## src/rtl/shift_loop_ctrl_pkg.sv

```systemverilog
// Shared widths and FSM state encoding for the shift-size loop sequencer.
package shift_loop_ctrl_pkg;

  localparam int LOOP_W_DEF  = 5;
  localparam int SHAMT_W_DEF = 6;

  typedef enum logic [1:0] {
    ST_IDLE  = 2'd0,
    ST_SETUP = 2'd1,
    ST_ISSUE = 2'd2,
    ST_DONE  = 2'd3
  } state_e;

endpackage

```

## src/rtl/shift_loop_ctrl_loop_index_counter.sv

```systemverilog
// Loop index with load/clear, increment and terminal compare against the
// iteration count captured at run start.
module shift_loop_ctrl_loop_index_counter #(
  parameter int LOOP_W = 5
) (
  input  logic              clk,
  input  logic              rst,
  input  logic              clear,
  input  logic [LOOP_W-1:0] count_in,
  input  logic              inc,
  output logic [LOOP_W-1:0] idx,
  output logic              last
);

  logic [LOOP_W-1:0] idx_q, idx_d;
  logic [LOOP_W-1:0] count_q, count_d;

  always_comb begin
    idx_d   = idx_q;
    count_d = count_q;
    if (clear) begin
      idx_d   = '0;
      count_d = count_in;
    end else if (inc) begin
      idx_d = idx_q + LOOP_W'(1);
    end
  end

  always_ff @(posedge clk) begin
    if (rst) begin
      idx_q   <= '0;
      count_q <= '0;
    end else begin
      idx_q   <= idx_d;
      count_q <= count_d;
    end
  end

  assign idx = idx_q;
  // count is never 0 when this is consulted (empty runs bypass ISSUE)
  assign last = (idx_q == (count_q - LOOP_W'(1)));

endmodule

```

## src/rtl/shift_loop_ctrl.sv

```systemverilog
// Steps the loop index through ShiftSize and hands each result downstream
// over valid/ready, one iteration at a time.
//
// state | meaning
// IDLE  | waiting for start
// SETUP | index stable, ShiftSize settling; capture result at end of cycle
// ISSUE | shamt presented, waiting for downstream ready
// DONE  | single-cycle done pulse
module shift_loop_ctrl
  import shift_loop_ctrl_pkg::*;
#(
  parameter int LOOP_W  = LOOP_W_DEF,
  parameter int SHAMT_W = SHAMT_W_DEF
) (
  input  logic               clk,
  input  logic               rst,
  input  logic               start,
  input  logic [LOOP_W-1:0]  n_loops,
  output logic [LOOP_W-1:0]  t_loop_num,
  input  logic [SHAMT_W-1:0] shift_size_in,
  output logic [SHAMT_W-1:0] shamt,
  output logic               shamt_valid,
  input  logic               shamt_ready,
  output logic               busy,
  output logic               done
);

  state_e             state_q, state_d;
  logic [SHAMT_W-1:0] shamt_q, shamt_d;
  logic               shamt_valid_q, shamt_valid_d;
  logic               cnt_clear, cnt_inc, cnt_last;
  logic               handshake;

  assign handshake = shamt_valid_q & shamt_ready;

  shift_loop_ctrl_loop_index_counter #(.LOOP_W(LOOP_W)) u_idx (
    .clk      (clk),
    .rst      (rst),
    .clear    (cnt_clear),
    .count_in (n_loops),
    .inc      (cnt_inc),
    .idx      (t_loop_num),
    .last     (cnt_last)
  );

  always_comb begin
    state_d       = state_q;
    shamt_d       = shamt_q;
    shamt_valid_d = shamt_valid_q;
    cnt_clear     = 1'b0;
    cnt_inc       = 1'b0;
    unique case (state_q)
      ST_IDLE: begin
        if (start) begin
          cnt_clear = 1'b1;
          state_d   = (n_loops == '0) ? ST_DONE : ST_SETUP;
        end
      end
      ST_SETUP: begin
        shamt_d       = shift_size_in;
        shamt_valid_d = 1'b1;
        state_d       = ST_ISSUE;
      end
      ST_ISSUE: begin
        if (handshake) begin
          shamt_valid_d = 1'b0;
          if (cnt_last) begin
            state_d = ST_DONE;
          end else begin
            cnt_inc = 1'b1;
            state_d = ST_SETUP;
          end
        end
      end
      ST_DONE: begin
        state_d = ST_IDLE;
      end
      default: begin
        state_d = ST_IDLE;
      end
    endcase
  end

  always_ff @(posedge clk) begin
    if (rst) begin
      state_q       <= ST_IDLE;
      shamt_q       <= '0;
      shamt_valid_q <= 1'b0;
    end else begin
      state_q       <= state_d;
      shamt_q       <= shamt_d;
      shamt_valid_q <= shamt_valid_d;
    end
  end

  assign shamt       = shamt_q;
  assign shamt_valid = shamt_valid_q;
  assign busy        = (state_q != ST_IDLE);
  assign done        = (state_q == ST_DONE);

endmodule
```

## config.mk

```make
export PLATFORM = sky130hd
export DESIGN_NAME = shift_loop_ctrl
export DESIGN_NICKNAME = d
export VERILOG_FILES = /design/src/rtl/shift_loop_ctrl_pkg.sv /design/src/rtl/shift_loop_ctrl_loop_index_counter.sv /design/src/rtl/shift_loop_ctrl.sv
export SDC_FILE = /design/constraint.sdc
export NUM_CORES = 1
export LEC_CHECK = 0
export ABC_AREA = 1
export BUFFER_PORTS_ARGS = -buffer_cell sky130_fd_sc_hd__clkbuf_2
export CAP_MARGIN = 20
export CORE_ASPECT_RATIO = 1.25
export CORE_MARGIN = 3
export CORE_UTILIZATION = 54
export DETAILED_ROUTE_END_ITERATION = 7
export PLACE_DENSITY = 0.82
export SETUP_SLACK_MARGIN = 0.4
export SKIP_CTS_REPAIR_TIMING = 1
export SYNTH_ARGS = -nofsm -noshare
export SYNTH_HDL_FRONTEND = slang
export SYNTH_SLANG_ARGS = --single-unit
```

## constraint.sdc

```tcl
create_clock -name clk -period 4.1 [get_ports clk]
set_input_delay 0.615 -clock clk [delete_from_list [all_inputs] [get_ports clk]]
set_output_delay 0.615 -clock clk [all_outputs]
set_load 0.005 [all_outputs]
```

==> run summary <==
The deepest level of the CTS H-tree is 1. The later pin in the worst-skew pair is clocked with a latency of approximately 0.3 ns. The worst clock skew came out at ~0.0083 ns. For this block, the initial DRC count from the detailed router was 19.

The number of endpoints failing setup at the final stage is 0. The maximum buffer depth of the clock tree is 2. Of all nets on the critical path, the largest fanout is 5.

The worst hold path cell count is 2. The flow ran to the end, and the final reports show no timing, DRC or antenna violations. TritonCTS built the clock tree. The static leakage came out at approximately 0.61 nW. For this run, the total global-route usage over all layers was measured as 0.211. The die outline width came out at between 40 and 50 um. The data arrival time of the critical path came out at roughly 1.1 ns. The routed length per placed instance came out at 10.9 um.

The register-to-register setup slack came out at between 2 and 3 ns. The minimum clock period after layout came out at 1.67 ns. The kind of start point of the critical path is a flop.

The critical path's slowest cell is dfxtp_1. The tightest min-delay check is of the reg2reg type. The number of antenna violations at the first check in global routing came out at 0. Clock tree synthesis inserted a total of 3 buffers. Setup total negative slack on the finished layout was measured at 0 ns. The worst slack on hold paths came out at between 0.5 and 0.6 ns.

The placeable core region came out at approximately 1700 um^2. The fraction of layout cells with a size suffix above 1 is 0.257. The total count of hold-check failures in the final report was 0. The number of vias after detailed routing is approximately 1.0k. The number of distinct library cell variants in the gate-level netlist after synthesis came out at 18. The first-pass iteration count of the detailed router is 4. The total overflow left after global routing is 0.

The library cell used most frequently in the layout, excluding fill and tap cells, is nand2_1. The largest stage delay on the critical path came out at between 0.3 and 0.4 ns. Counting cells, the worst reg-to-reg path comes to 11. Detailed placement finished with a half-perimeter wire length of about 1700 um. The highest attainable clock frequency came out at roughly 0.60 GHz. The total nets after synthesis came out at about 170. The share of the clock period used by the worst path after layout is 0.408. In the layout the commonest cells are nand2_1 (33), clkbuf_2 (28), nor2_1 (23).

The post-layout net count came out at about 200. The total clock sinks came out at 19. The number of inserted filler cells in the final layout is between 100 and 150. The first-pass GRT wire length came out at approximately 3800 um. The antenna violation net count after detailed routing is 0. The count of buffers added on input and output ports is 28.

The total length of routed wires came out at roughly 2200 um. The clock-pin slew on the worst setup and hold paths is 0.11 ns. The root buffer cell chosen for the clock tree is clkbuf_4.

The total number of yosys warnings is 0. The measured slew at the worst slew-check pin came out at around 0.36 ns. The number of global-route vias before repair came out at roughly 960. The number of top-level design ports is 29.

After floorplanning, the core was divided into 16 placement rows. From synthesis to final layout, the design area changed by 18.3%. The sequential cell area fraction in the yosys report came out at 0.374.

The total count of max-transition violations in the final report is 0. The total of max-cap violations is 0. The number of vias per cell is slightly above 5. The global placement routability congestion came out at approximately 0.9.

The worst setup path is of the reg2out kind. The average size of a mapped cell came out at about 6.7 um^2. The sort of element at the end of the critical path is a primary output.

The final instance area is between 1000 and 1500 um^2. The total inserted antenna cells is 0. For this configuration, the core starts out at a cell density of 0.612. The pin count of the biggest net entering global routing came out at 13. The cell area that synthesis handed to floorplanning was between 1000 and 1500 um^2. In the routed design, unresolved DRC markers number 0.

The required time of the critical path is 3.48 ns. In the synthesized netlist, the number of instances is 152. The die outline area is 2440 um^2. At the end of the flow the core is filled with cells to 0.724. The register bit total from synthesis is 19. Traced cell by cell, the critical path runs through nor2_1 -> inv_2 -> clkbuf_2. The die boundary height came out at around 55 um.

The peak supply drop is ~260 uV. Setup repair after global routing left no endpoint under its margin. The worst relative slew slack is 0.753.

The post-place instance area came out at 1180 um^2. The total power per unit cell area came out at 373 nW/um^2.
[per-stage QoR]
step / total power [mW] / setup slack [ns] / cells
global placement: 0.355 / 2.63 / 197
detailed placement: 0.359 / 2.59 / 197
finish: 0.449 / 2.43 / 201
CTS: 0.452 / 2.42 / 201
global route: 0.485 / 2.37 / 201
floorplan: 0.320 / 2.70 / 152
[synthesized netlist by cell type]
library cell,instances,share of area
clkbuf_1,1,0.0037
ha_1,2,0.025
dfxtp_1,19,0.37
a2111oi_0,1,0.0086
xor2_1,3,0.026
nor2_1,23,0.085
inv_2,7,0.026
o21ai_1,12,0.059
nor2_2,2,0.012
nand2_4,2,0.022
nand2_1,33,0.12
nand3b_1,1,0.0074
inv_1,18,0.066
a21oi_1,10,0.049
nor3_1,1,0.0049
nand4_1,1,0.0062
nand3_1,12,0.059
nor2_4,4,0.044
[area by class of cell]
cell class	instances	area (um^2)	share of cell area
multi-input combinational	107	539	0.448
clock buffer	3	22.5	0.0187
clock inverter	1	5.00	0.00416
inverter	25	93.8	0.0780
sequential	19	380	0.316
timing repair buffer	28	140	0.116
tap	18	22.5	0.0187
[registers in the layout, indices dropped and copies added (netlist names)]
| signal | count |
|---|---|
| u_idx.idx | 5 |
| u_idx.count_q | 5 |
| state_q | 2 |
| shamt_valid | 1 |
| shamt | 6 |
[critical path, delay by kind of cell, from the launching register on]
kind	cells	cell delay, ns
simple gates	1	0.18
flops	1	0.37
buf+inv	2	0.21
[logic make-up (layout without fill, tap and decap cells)]
kind of cell / count (synthesis) / count (layout) / synth area share
AOI/OAI and AO/OA: 23 / 23 / 0.117
xor gates and xnor gates: 3 / 3 / 0.0258
adders and majority gates: 2 / 2 / 0.0246
buffers and inverters: 26 / 57 / 0.0959
DFF: 19 / 19 / 0.374
and+or+nand+nor: 79 / 79 / 0.363
[final timing paths]
path | to | startpoint
worst max-delay path | busy | state_q[0]
worst min register to register | shamt_valid | shamt_valid
worst min-delay path | shamt_valid | shamt_valid
worst max register to register | u_idx.idx[1] | u_idx.count_q[0]
[power breakdown]
part | switching [mW] | internal, mW | total, mW
Combinational | 0.0832 | 0.0503 | 0.133
Sequential | 0.0159 | 0.206 | 0.222
Clock | 0.0575 | 0.0364 | 0.0939
[metal layers]
metal | GRT usage | part of all wire | vias to the layer above
met5 | 0 | 0 | -
met4 | 0.0976 | 0.016 | 0
met3 | 0.0395 | 0.042 | 6
met2 | 0.385 | 0.50 | 26
met1 | 0.232 | 0.44 | 444
li1 | - | - | 538
No activity file was read; power rests on OpenSTA's default activity.
